--- src/rtl/stream_rr_arbiter.sv ---
// N-to-1 round-robin stream arbiter with a single registered output stage.
// Define STREAM_RR_ARB_PKT_LOCK_EN to hold the grant on one requester until its last beat.
module stream_rr_arbiter #(
    parameter int WIDTH = 32,
    parameter int N     = 4
) (
    input  logic                   clk,
    input  logic                   rstn,
    input  logic [N-1:0]           in_valid,
    input  logic [N*WIDTH-1:0]     in_data,
    input  logic [N-1:0]           in_last,
    output logic [N-1:0]           in_ready,
    output logic                   out_valid,
    output logic [WIDTH-1:0]       out_data,
    output logic                   out_last,
    output logic [$clog2(N)-1:0]   out_src,
    input  logic                   out_ready
);

    localparam int              PW       = $clog2(N);
    localparam logic [PW:0]     N_EXT    = (PW+1)'(N);
    localparam logic [PW-1:0]   LAST_IDX = PW'(N-1);

    logic [PW-1:0]    ptr;
    logic [N-1:0]     grant;
    logic             space;
    logic             take;
    logic [PW-1:0]    sel;
    logic [WIDTH-1:0] sel_data;
    logic             sel_last;
    logic [PW:0]      pos;
    logic             found;

`ifdef STREAM_RR_ARB_PKT_LOCK_EN
    logic             locked;
    logic [PW-1:0]    lock_idx;
`endif

    // Search upward from ptr; pos never exceeds 2N-2, so one wrap subtraction suffices.
    always_comb begin
        grant = '0;
        found = 1'b0;
        pos   = '0;
        for (int k = 0; k < N; k++) begin
            pos = {1'b0, ptr} + k[PW:0];
            if (pos >= N_EXT)
                pos = pos - N_EXT;
            if (!found && in_valid[pos[PW-1:0]]) begin
                grant[pos[PW-1:0]] = 1'b1;
                found              = 1'b1;
            end
        end
`ifdef STREAM_RR_ARB_PKT_LOCK_EN
        if (locked) begin
            grant           = '0;
            grant[lock_idx] = in_valid[lock_idx];
        end
`endif
    end

    assign space    = !out_valid || out_ready;
    assign in_ready = space ? grant : '0;
    assign take     = |in_ready;

    always_comb begin
        sel      = '0;
        sel_data = '0;
        sel_last = 1'b0;
        for (int i = 0; i < N; i++) begin
            if (in_ready[i]) begin
                sel      = PW'(i);
                sel_data = in_data[i*WIDTH +: WIDTH];
                sel_last = in_last[i];
            end
        end
    end

    // A simultaneous load and drain simply overwrites the beat, keeping out_valid high.
    always_ff @(posedge clk or negedge rstn) begin
        if (!rstn) begin
            out_valid <= 1'b0;
            out_data  <= '0;
            out_last  <= 1'b0;
            out_src   <= '0;
        end else if (take) begin
            out_valid <= 1'b1;
            out_data  <= sel_data;
            out_last  <= sel_last;
            out_src   <= sel;
        end else if (out_valid && out_ready) begin
            out_valid <= 1'b0;
        end
    end

    always_ff @(posedge clk or negedge rstn) begin
        if (!rstn)
            ptr <= '0;
        else if (take)
            ptr <= (sel == LAST_IDX) ? '0 : sel + 1'b1;
    end

`ifdef STREAM_RR_ARB_PKT_LOCK_EN
    // Lock follows every accepted beat: a non-last beat pins the source, a last beat releases it.
    always_ff @(posedge clk or negedge rstn) begin
        if (!rstn) begin
            locked   <= 1'b0;
            lock_idx <= '0;
        end else if (take) begin
            locked   <= !sel_last;
            lock_idx <= sel;
        end
    end
`endif

endmodule
--- config.mk ---
export PLATFORM = sky130hd
export DESIGN_NAME = stream_rr_arbiter
export DESIGN_NICKNAME = d
export VERILOG_FILES = /design/src/rtl/stream_rr_arbiter.sv
export SDC_FILE = /design/constraint.sdc
export NUM_CORES = 1
export LEC_CHECK = 0
export ABC_CLOCK_PERIOD_IN_PS = 2800
export CAP_MARGIN = 40
export CORE_ASPECT_RATIO = 0.7
export CORE_MARGIN = 8
export CORE_UTILIZATION = 32
export DETAILED_ROUTE_END_ITERATION = 8
export PLACE_DENSITY = 0.8
export SYNTH_ARGS = -nofsm -noshare
export SYNTH_HDL_FRONTEND = slang
export SYNTH_SLANG_ARGS = --single-unit
--- constraint.sdc ---
create_clock -name clk -period 2.8 [get_ports clk]
set_input_delay 0.42 -clock clk [delete_from_list [all_inputs] [get_ports clk]]
set_output_delay 0.42 -clock clk [all_outputs]
set_load 0.01 [all_outputs]
==> reports/results.tsv <==
metric	value	unit
run status	finished, violations left	
violations in the final reports	setup timing	
part of the Yosys area used for sequential elements	36.8	%
via count	3363	
required time at the endpoint of the critical path	3.00	ns
Port Buffers	178	
setup TNS	-1.51	ns
Die Height	91.2	um
total number of nets in the final design	661	
TritonCTS buffer count	5	
Avg Vias per Cell	5.46	
width of the die	123	um
reg2reg setup slack	-0.08	ns
Final Non-Filler Cells	616	
ys async rst share	100	%
global route overflow	0	
number of core rows	27	
root cell of the clock tree	clkbuf_16	
number of synthesized register bits	38	
Layout area overhead	113	%
clock latency of the later-clocked register in the worst-skew pair	0.27	ns
clock transition at the registers of the reported paths	0.06	ns
number of hold-slack violations in the final timing report	0	
Core Footprint	0.00784	sq mm
worst slack, placed	-0.502	ns
# H-tree levels	2	
count of yosys warnings during synthesis	0	
First-pass DRT Iterations	4	
Distinct cells, synth	44	
Pwr Density	1430	mW/mm^2
Final WS setup	-0.0788	ns
start-to-end type of the worst setup path	reg -> reg	
static leakage	0.00242	uW
violation count after the first detailed-routing iteration	216	
Fmax achieved	0.347	GHz
number of endpoints failing setup at the final stage	33	
DP HPWL	9.11	mm
total global routing track utilization	20.0	%
per-cell routed wire length	20.8	um
Worst Tran Pin Value	0.441	ns
worst path arrival time	3.08	ns
vias in the first global route	3553	
peak supply drop	0.872	mV
fraction of final layout cells with drive strength greater than 1	24.1	%
diode insertion count for antenna repair	0	
clock tree from TritonCTS	built	
mean instance size in the synthesized netlist	8.77	sq um
Max-Slew Margin vs Limit	70.6	%
Critical R2R Capture	out_data[18]	
Final Routed Wirelength	12.8	mm
post-synthesis instance area	0.00259	sq mm
portion of the clock cycle consumed by the worst path in the final layout	103	%
largest fanout on the critical path	5	
most used flip-flop cell after synthesis	dfrtp_1	
type of element capturing the critical path	flop	
Min Clock Period, post-route	2.88	ns
number of cells after detailed placement	590	
Max Slew Vio Count	0	
post-synthesis instance total	295	
drc violations	0	
number of maximum-capacitance constraint violations	0	
Starting Density	33.0	%
Clock Sinks	38	
number of I/O pins	179	
R2R cell count	12	
antenna violation net count after detailed routing	0	
wire length of the first global-routing pass	18.2	mm
die outline area	0.0113	sq mm
CTS Hold Buffers Added	0	
nets in the synthesized netlist	441	
worst min-delay path category	in -> async	
setup clock skew after layout	0.00607	ns
final weighted congestion in routability-driven placement	0.965	
origin of the critical flop-to-flop path	ptr[0]	
EDFF count, synth	0	
number of fill cells	598	
startpoint types	flop	
Power, Total	7890	uW
clock tree buffer depth	2	
RSZ-0062 raised after global routing	true	
antenna violations before repair	0	
largest net degree at the start of global routing	36	
## critical path: stages (launching register included)
cell      delay [ns]
dfrtp_2         0.40
inv_2           0.06
ha_4            0.29
mux4_2          0.35
buf_6           0.15
or4_4           0.51
a31o_4          0.26
buf_6           0.13
nor3_4          0.14
buf_6           0.17
buf_8           0.14
a221oi_2        0.06
o21ai_1         0.15
## through the flow
step | instance area, sq um | hold WS [ns] | util (%)
final | 5510 | 0.0626 | 70.3
after global routing | 5510 | 0.0827 | 70.3
after CTS | 5020 | 0.0701 | 64.0
after detailed placement | 4760 | 0.359 | 60.7
after global placement | 4740 | 0.462 | 60.4
after floorplan | 2660 | 0.124 | -
## power breakdown
part / switching, uW / total [uW] / leakage (uW) / internal [uW]
registers: 160 / 1070 / 0.000449 / 905
logic: 3060 / 6300 / 0.00190 / 3240
clock network: 195 / 520 / 0.0000640 / 325
## cells in the mapped netlist, types with 6 or more instances
master / count / area (sq um)
a21o_1: 26 / 195
a221oi_1: 30 / 263
buf_2: 10 / 50.1
clkbuf_1: 7 / 26.3
dfrtp_1: 38 / 951
ha_1: 7 / 87.6
mux2i_1: 6 / 60.1
nand2_1: 35 / 131
nand3_1: 6 / 30.0
nor2_1: 31 / 116
o21ai_1: 29 / 145
## routing by layer
metal	wire length, um	vias to the layer above	share of wire (%)	track usage, %
li1	-	1554	-	-
met1	4960	1603	39	23.1
met2	6290	178	49	34.4
met3	1310	28	10	6.62
met4	237	0	1.9	5.79
met5	0	-	0	0
## layout make-up
class	count	area [sq um]	area share, %
clock buffer	7	133	2.41
inverter	6	22.5	0.409
multi-input combinational	231	1900	34.4
sequential	38	952	17.3
tap	101	126	2.29
timing repair buffer	233	2380	43.2
## cell usage in the layout (no fill, tap or decap), types with 4 or more instances in the layout
| cell | count |
|---|---|
| clkdlybuf4s50_1 | 171 |
| dfrtp_1 | 37 |
| nand2_1 | 32 |
| buf_4 | 32 |
| nor2_1 | 30 |
| o21ai_1 | 29 |
| a21o_1 | 26 |
| a221oi_2 | 23 |
| buf_6 | 14 |
| clkbuf_16 | 8 |
| ha_1 | 6 |
| buf_12 | 6 |
| a21oi_1 | 5 |
| nand3_1 | 5 |
| o2bb2ai_1 | 5 |
| a221oi_1 | 5 |
| mux2i_1 | 4 |
| nor2b_1 | 4 |
## how the worst max path moves through the flow
| stage | from | endpoint | slack, ns | cells after the start |
|---|---|---|---|---|
| 2_1_floorplan | ptr[0] | out_data[0] | 0.05 | 10 |
| 3_3_place_gp | in_valid[0] | in_ready[0] | -0.39 | 6 |
| 3_5_place_dp | in_valid[0] | out_data[31] | -0.50 | 9 |
| 6_report | ptr[0] | out_data[18] | -0.08 | 12 |
| 5_1_grt | ptr[0] | out_data[28] | -0.17 | 12 |
| 4_1_cts | in_valid[3] | out_data[6] | -0.05 | 9 |
## state kept, by name, indices dropped and copies added (netlist names)
register   flops
out_last       1
out_src        2
out_data      32
out_valid      1
ptr            2
## cell families (layout without fill, tap and decap cells)
kind of cell    Yosys count  after routing  synth area share, %
compound gates          122            122                 34.3
simple gates             94             94                 17.5
flops                    38             38                 36.8
buf+inv                  26            246                 4.40
mux                       8              8                 3.63
fa+ha+maj                 7              7                 3.39
## what timing repair did
item | 4_1_cts | 5_1_grt
pin swaps | 13 | 26
buffers inserted | 3 | 11
cloned | 1 | 4
resized for setup | 30 | 76
hold endpoints to repair | 0 | 0
endpoints found under the setup margin | 37 | 39
Power figures use the tool's default switching activity.
